--- config.mk ---
export PLATFORM = sky130hd
export DESIGN_NAME = pixel_dispatcher
export DESIGN_NICKNAME = d
export VERILOG_FILES = /design/src/rtl/pixel_dispatcher.sv
export SDC_FILE = /design/constraint.sdc
export NUM_CORES = 1
export LEC_CHECK = 0
export CAP_MARGIN = 5
export CORE_ASPECT_RATIO = 1.5
export CORE_MARGIN = 3
export CORE_UTILIZATION = 63
export DETAILED_ROUTE_END_ITERATION = 10
export DONT_BUFFER_PORTS = 1
export MAX_ROUTING_LAYER = met4
export PLACE_DENSITY = 0.79
export SLEW_MARGIN = 25
export SYNTH_ARGS = -nofsm -noshare
export SYNTH_HDL_FRONTEND = slang
export SYNTH_SLANG_ARGS = --single-unit
--- constraint.sdc ---
create_clock -name clk -period 3.5 [get_ports clk]
set_clock_uncertainty 0.2 [all_clocks]
set_input_delay 0.35 -clock clk [delete_from_list [all_inputs] [get_ports clk]]
set_output_delay 0.35 -clock clk [all_outputs]
set_load 0.005 [all_outputs]
--- src/rtl/pixel_dispatcher.sv ---
// Raster-scans one frame of X_PIXELS x Y_PIXELS and hands each pixel to an engine in round-robin order.
// Defining DISPATCH_STALL_COUNT_EN adds the stall_count port and its saturating stall-cycle counter.
module pixel_dispatcher #(
  parameter int NUM_ENGINES = 4,
  parameter int DATA_WIDTH  = 10,
  parameter int X_PIXELS    = 640,
  parameter int Y_PIXELS    = 480
) (
  input  logic                   clk,
  input  logic                   reset,
  input  logic                   start,
  input  logic [NUM_ENGINES-1:0] engine_idle,
  input  logic [NUM_ENGINES-1:0] engine_full,
  output logic [NUM_ENGINES-1:0] grant,
  output logic                   load,
  output logic [DATA_WIDTH-1:0]  xpixel,
  output logic [DATA_WIDTH-1:0]  ypixel,
  output logic                   busy,
  output logic                   frame_done
`ifdef DISPATCH_STALL_COUNT_EN
  ,
  output logic [31:0]            stall_count
`endif
);

  localparam int PW = $clog2(NUM_ENGINES);

  typedef enum logic [1:0] {IDLE, DISPATCH, DRAIN, DONE} state_t;

  state_t                   state, state_next;
  logic [PW-1:0]            ptr, ptr_next;
  logic [DATA_WIDTH-1:0]    scan_x, scan_y, scan_x_next, scan_y_next;
  logic [NUM_ENGINES-1:0]   eligible, grant_next;
  logic [2*NUM_ENGINES-1:0] rotated;
  logic [PW-1:0]            sel;
  logic                     found;
  logic                     last_x, last_pixel;
  int                       pos;

  // An engine granted last cycle sits out one cycle even if it still reports idle.
  assign eligible   = engine_idle & ~engine_full & ~grant;
  assign rotated    = {eligible, eligible} >> ptr;
  assign last_x     = (scan_x == DATA_WIDTH'(X_PIXELS - 1));
  assign last_pixel = last_x && (scan_y == DATA_WIDTH'(Y_PIXELS - 1));

  always_comb begin
    found = 1'b0;
    sel   = '0;
    pos   = 0;
    for (int i = 0; i < NUM_ENGINES; i++) begin
      if (!found && rotated[i]) begin
        found = 1'b1;
        pos   = int'(ptr) + i;
        if (pos >= NUM_ENGINES) pos = pos - NUM_ENGINES;
        sel   = PW'(pos);
      end
    end
  end

  always_comb begin
    state_next  = state;
    ptr_next    = ptr;
    scan_x_next = scan_x;
    scan_y_next = scan_y;
    grant_next  = '0;
    case (state)
      IDLE: begin
        if (start) begin
          state_next  = DISPATCH;
          ptr_next    = '0;
          scan_x_next = '0;
          scan_y_next = '0;
        end
      end
      DISPATCH: begin
        if (found) begin
          grant_next = NUM_ENGINES'(1) << sel;
          ptr_next   = (sel == PW'(NUM_ENGINES - 1)) ? '0 : sel + 1'b1;
          if (last_pixel) begin
            state_next = DRAIN;
          end else if (last_x) begin
            scan_x_next = '0;
            scan_y_next = scan_y + 1'b1;
          end else begin
            scan_x_next = scan_x + 1'b1;
          end
        end
      end
      DRAIN: begin
        if ((grant == '0) && (&engine_idle)) state_next = DONE;
      end
      DONE:    state_next = IDLE;
      default: state_next = IDLE;
    endcase
  end

  always_ff @(posedge clk or negedge reset) begin
    if (!reset) begin
      state <= IDLE;
    end else begin
      state <= state_next;
    end
  end

  always_ff @(posedge clk or negedge reset) begin
    if (!reset) begin
      ptr    <= '0;
      scan_x <= '0;
      scan_y <= '0;
      grant  <= '0;
      load   <= 1'b0;
      xpixel <= '0;
      ypixel <= '0;
    end else begin
      ptr    <= ptr_next;
      scan_x <= scan_x_next;
      scan_y <= scan_y_next;
      grant  <= grant_next;
      load   <= |grant_next;
      if (|grant_next) begin
        xpixel <= scan_x;
        ypixel <= scan_y;
      end
    end
  end

  assign busy       = (state == DISPATCH) || (state == DRAIN);
  assign frame_done = (state == DONE);

`ifdef DISPATCH_STALL_COUNT_EN
  logic stall;
  assign stall = (state == DISPATCH) && !found;

  always_ff @(posedge clk or negedge reset) begin
    if (!reset) begin
      stall_count <= '0;
    end else if ((state == IDLE) && start) begin
      stall_count <= '0;
    end else if (stall && (stall_count != '1)) begin
      stall_count <= stall_count + 32'd1;
    end
  end
`else
`endif

endmodule

### After elaboration in Yosys (flattened, before gate mapping)

Cells that the tools add are included.

| word-level totals | value |
|---|---|
| bits in registers | 49 |
| input port bits | 11 |
| output and inout port bits | 27 |

| operators by class | value |
|---|---|
| add/sub/neg operators | 10 |
| magnitude comparators | 4 |
| eq/ne operators | 12 |
| shift-type cells | 2 |
| muxes and demuxes | 32 |
| bitwise logic cells | 4 |
| reductions and logical operators | 18 |

Operators by type and width:

| kind | number |
|---|---|
| two-way mux 10 bit | 7 |
| case mux 10 bit (2 select lines) | 2 |
| two-way mux 2 bit | 15 |
| adder 10 x 1 -> 10 bit (second input constant) | 2 |
| inequality test 2 bit (second input constant) | 6 |
| AND reduction 4 bit | 3 |
| equality test 10 bit (second input constant) | 1 |
| equality test 10 x 9 -> 1 bit (second input constant) | 1 |
| >= comparator 3 bit (second input constant) | 3 |
| AND 4 bit | 2 |
| two-way mux 4 bit | 2 |
| NOT 4 bit | 2 |
| case mux 2 bit (4 select lines) | 1 |
| right shift 8 x 2 -> 4 bit | 1 |
| subtractor 2 x 1 -> 2 bit (second input constant) | 4 |
| adder 2 x 2 -> 3 bit (second input constant) | 2 |
| equality test 2 bit (second input constant) | 3 |
| logical AND 1 bit | 5 |
| AND reduction 5 bit | 1 |
| zero test 4 bit | 1 |
| two-way mux 1 bit | 4 |
| case mux 2 bit (2 select lines) | 1 |
| OR reduction 4 bit | 1 |
| << shifter 1 x 2 -> 4 bit (first input constant) | 1 |
| other kinds (9) | 11 |

### Longest topological paths before layout

| logic depth | value |
|---|---|
| word-level depth | 18 |
| depth in mapped cells | 10 |
| gate-level depth less buffers | 9 |

### Least setup slack after synthesis

OpenSTA, ideal clock, no wires.

| timing | value |
|---|---|
| kind | reg-to-reg |
| from | register grant[1] |
| to | register xpixel[1] |
| arrival time | 2487 ps |
| required time | 3173 ps |
| path slack | 685 ps |
| stages on the path, launching flop included | 11 |
| path buffers | 1 |
| path through | dfrtp_1 -> nor3b_1 -> a21boi_0 -> o22ai_1 -> a21oi_1 -> inv_1 -> ha_1 -> nor4_1 -> nor2_2 -> buf_6 -> mux2_1 |

| on the way | value |
|---|---|
| longest elaborated chain between the ends | 17 |
| elaborated cells on any way between the ends | 21 |

RTL lines:

| element | RTL line | text |
|---|---|---|
| start: declaration | 14 | `output logic [NUM_ENGINES-1:0] grant,` |
| start signal: assignment | 118 | `grant <= grant_next;` |
| NOT 4 bit * | 41 | `assign eligible = engine_idle & ~engine_full & ~grant;` |
| AND 4 bit * | 41 |  |
| right shift 8 x 2 -> 4 bit * | 42 | `assign rotated = {eligible, eligible} >> ptr;` |
| two-way mux 1 bit | 51 | `if (!found && rotated[i]) begin` |
| zero test 1 bit | 51 |  |
| logical AND 1 bit | 51 |  |
| two-way mux 1 bit | 51 |  |
| zero test 1 bit | 51 |  |
| logical AND 1 bit | 51 |  |
| two-way mux 1 bit | 51 |  |
| zero test 1 bit | 51 |  |
| logical AND 1 bit | 51 |  |
| two-way mux 2 bit | 51 |  |
| << shifter 1 x 2 -> 4 bit | 77 | `grant_next = NUM_ENGINES'(1) << sel;` |
| two-way mux 4 bit * | 76 | `if (found) begin` |
| two-way mux 4 bit * | 66 | `case (state)` |
| OR reduction 4 bit * | 120 | `if (\|grant_next) begin` |
| end signal: assignment | 121 | `xpixel <= scan_x;` |
| end: declaration | 16 | `output logic [DATA_WIDTH-1:0] xpixel,` |

Mark *: on every way between the ends. The rest lies on a longest branch, timed or not.
A chain may end at the register's enable or synchronous reset.

### Final worst setup path

| timing | value |
|---|---|
| from | register grant[2] |
| to | register xpixel[1] |

Same word-level chain as after synthesis.

==> impl_metrics.csv <==
group,metric,value,unit
finish,regArea,1230,sq um
finish,antennaDiodeCount,0,
finish,most-common-layout-cells,"dfrtp_1, nand2_1, mux2_2, nand3_1",
yosys,postSynthAreaPerCell,10.4,sq um
yosys,synth_edf_count,0,
setup_path,cp_top_family,"simple AND/OR/NAND/NOR gates",
setup_path,slowest_delay,0.47,ns
finish,multi_input_area,1350,sq um
yosys,synth-simple-area-share,0.215,
route,route.detailed.drc,0,
sta,relSlewSlack,0.590,
sta,clock.fmax,322,MHz
global_routing,grt_max_degree,50,
route,routed_wl,5350,um
yosys,synth.area.top_cells,"dfrtp_1, mux2_2, ha_1",
worst_hold_path,whs_endpoint,"ptr[0]$_DFFE_PN0P_",
finish,final_common_cell,"dfrtp_1",
finish,nNetsFinal,282,
setup_path,cp.required,3.49,ns
floorplanning,die_width,59.2,um
yosys,ys_types,55,
yosys,synth.area.mux_share,0.111,
clock_tree,cts_max_level,2,
worst_hold_path,min_from,"start",
placed_design,place_hpwl,3730,um
run,maxCapViolCount,0,
yosys,synthCells,256,
yosys,yosys.area_share.adder,0.0515,
floorplanning,initial_core_util,0.664,
sta,fin_crit_sh,0.888,
yosys,yosys_warnings,0,
yosys,synthXorXnorAreaFrac,0,
route,viasPerCell,6.63,
power,pwr-share-seq,0.445,
setup_path,cp_cell_sequence,"nor3b_1 > o21ai_0 > nor2b_1 > or2_2 > ha_1 > nor4_1 > nor2_4 > mux2_1",
setup_path,cp-start-kind,"flop",
sta,drv_slew,0,
global_routing,antenna_found_initial,0,
yosys,synth_top_area_frac,0.459,
power,worst_ir_drop_vdd,0.559,mV
power,power.internal,1.13,mW
finish,synthToLayoutAreaGrowth,6.69,%
floorplanning,fp-row-count,28,
sta,period_minus_slack,3.11,ns
route,drt_iter0_drc,76,
power,power_density,648,nW/um^2
yosys,synth_top_area_cell,"dfrtp_1",
power,p_total,1.85,mW
route,ant_nets,0,
setup_path,reg2reg_depth,8,
yosys,synth-compound-area-share,0.126,
setup_path,timing.rr.start,"grant[2]$_DFF_PN0_",
setup_path,crit_slowest_cell,"nor3b_1",
placed_design,gp_congestion,0.870,
floorplanning,die_y,85.8,um
route,dr.pass1.iters,4,
route,wl_per_cell,17.5,um
power,p_leak,1.24,nW
global_routing,grt_pass1_vias,2031,
setup_path,timing.rr.end,"xpixel[1]$_DFFE_PN0P_",
yosys,syn_nets,278,
sta,hold_viol,0,
global_routing,grt_pass1_wl,9030,um
yosys,ys.flop_type,"dfrtp_1",
yosys,synth_area,2670,sq um
yosys,ys_ff_latch,49,
floorplanning,fp.coreArea,4030,sq um
placed_design,port-buffer-count,0,
power,p_switching,0.722,mW
yosys,synth_top_family_by_area,"simple AND/OR/NAND/NOR gates",
power,swShare,0.390,
worst_hold_path,hp-class,"input port to flop",
clock_tree,cts_tree,"done",
clock_tree,clk_pin_slew_worst_paths,0.09,ns
setup_path,path_class,"flop to flop",
power,power_frac_comb,0.359,
clock_tree,root_buffer,"clkbuf_8",
floorplanning,die_area,5080,sq um
sta,rsz0062_at_grt,"no",
setup_path,critical_path_arrival,3.09,ns
finish,fillers,305,
setup_path,reg2reg_slack,0.39,ns
worst_hold_path,whs_path_depth,2,
setup_path,endpoint_kind,"flop",
sta,worstMarginPinSlew,0.614,ns
power,pwr-share-clk,0.196,
finish,drive_above_1_share,0.172,
global_routing,grt_overflow,0,
setup_path,crit_fanout,21,
clock_tree,cts-resized-gates,0,
floorplanning,pin_count,38,
yosys,async_reset_ff_frac,1.00,
sta,finalSetupViolations,0,
yosys,ys_seq_area_frac,0.459,
clock_tree,clock_path_buffers,2,
setup_path,cp_num_buf_inv,0,
status,status,"completed",
clock_tree,clock_sinks,49,
clock_tree,cts_buffers,5,
route,vias,2028,
global_routing,grt_usage,0.236,
clock_tree,clk_latency,0.30,ns
sta,finalSetupTns,0,ns
==> per-stage QoR <==
step / instance area, sq um / hold slack, ns / cells / worst slack [ns] / util
floorplan: 2670 / -0.146 / 256 / 0.685 / -
global placement: 2710 / -0.144 / 296 / 0.327 / 0.672
detailed placement: 2710 / -0.144 / 296 / 0.177 / 0.672
CTS: 2850 / 0.157 / 306 / 0.146 / 0.707
global route: 2850 / 0.224 / 306 / 0.148 / 0.708
finish: 2850 / 0.158 / 306 / 0.394 / 0.708
==> power by group through the flow <==
stage	clock network [mW]	logic [mW]	registers (mW)
2_1_floorplan	0	0.524	0.789
3_3_place_gp	0	0.622	0.830
3_5_place_dp	0	0.642	0.835
4_1_cts	0.373	0.663	0.822
5_1_grt	0.392	0.742	0.846
6_report	0.362	0.664	0.824
==> layout make-up <==
class | instances | share of cell area
clock inverter | 1 | 0.00175
tap | 45 | 0.0197
inverter | 7 | 0.00921
timing repair buffer | 9 | 0.0316
multi-input combinational | 188 | 0.474
clock buffer | 7 | 0.0338
sequential | 49 | 0.430
==> state kept, by name, summed over array words and instances, names as in the netlist <==
name,flops
scan_y,10
scan_x,10
grant,4
ypixel,10
state,2
load,1
xpixel,10
ptr,2
==> worst max path at each step <==
stage                       startpoint                     to  slack [ns]  cells after the start
floorplan           grant[1]$_DFF_PN0_  xpixel[1]$_DFFE_PN0P_        0.69                     10
global placement    grant[0]$_DFF_PN0_  xpixel[2]$_DFFE_PN0P_        0.33                      9
detailed placement  grant[0]$_DFF_PN0_  xpixel[5]$_DFFE_PN0P_        0.18                      9
CTS                 grant[0]$_DFF_PN0_  xpixel[5]$_DFFE_PN0P_        0.15                      9
global route        grant[2]$_DFF_PN0_  ypixel[8]$_DFFE_PN0P_        0.15                      8
finish              grant[2]$_DFF_PN0_  xpixel[1]$_DFFE_PN0P_        0.39                      8
==> layer usage <==
layer	part of all wire	vias up	global-route usage
li1	-	959	-
met1	0.41	1004	0.259
met2	0.52	57	0.410
met3	0.056	8	0.0497
met4	0.013	0	0.0825
met5	0	-	-
==> repair_timing <==
item	CTS	global route
setup buffers	0	0
endpoints found under the hold margin	49	0
endpoints found under the setup margin	0	0
hold buffers	2	0
==> cells in the mapped netlist, types with 4 or more instances <==
library cell  instances
nor2_1               11
nand3_1              13
a31oi_1               4
nand2_1              26
dfrtp_1              49
and3_1                6
nor4_1                7
nor3b_1               4
clkbuf_1              5
mux2_1                5
o21ai_1               5
ha_1                 11
mux2i_1               5
o21ai_0               6
inv_1                 6
mux2_2               17
a21oi_1               4
nor3_1                4
nand4_1               7
o211ai_1              5
==> logic make-up (layout without fill, tap and decap cells) <==
| kind of cell | Yosys count | in the layout |
|---|---|---|
| AND/OR/NAND/NOR | 103 | 103 |
| adder cells (fa/ha/maj) | 11 | 11 |
| flip-flops | 49 | 49 |
| AO/OA/AOI/OAI | 47 | 47 |
| multiplexers | 27 | 27 |
| buffers and inverters | 19 | 24 |
Note: power is estimated with default switching activity, not from simulation.
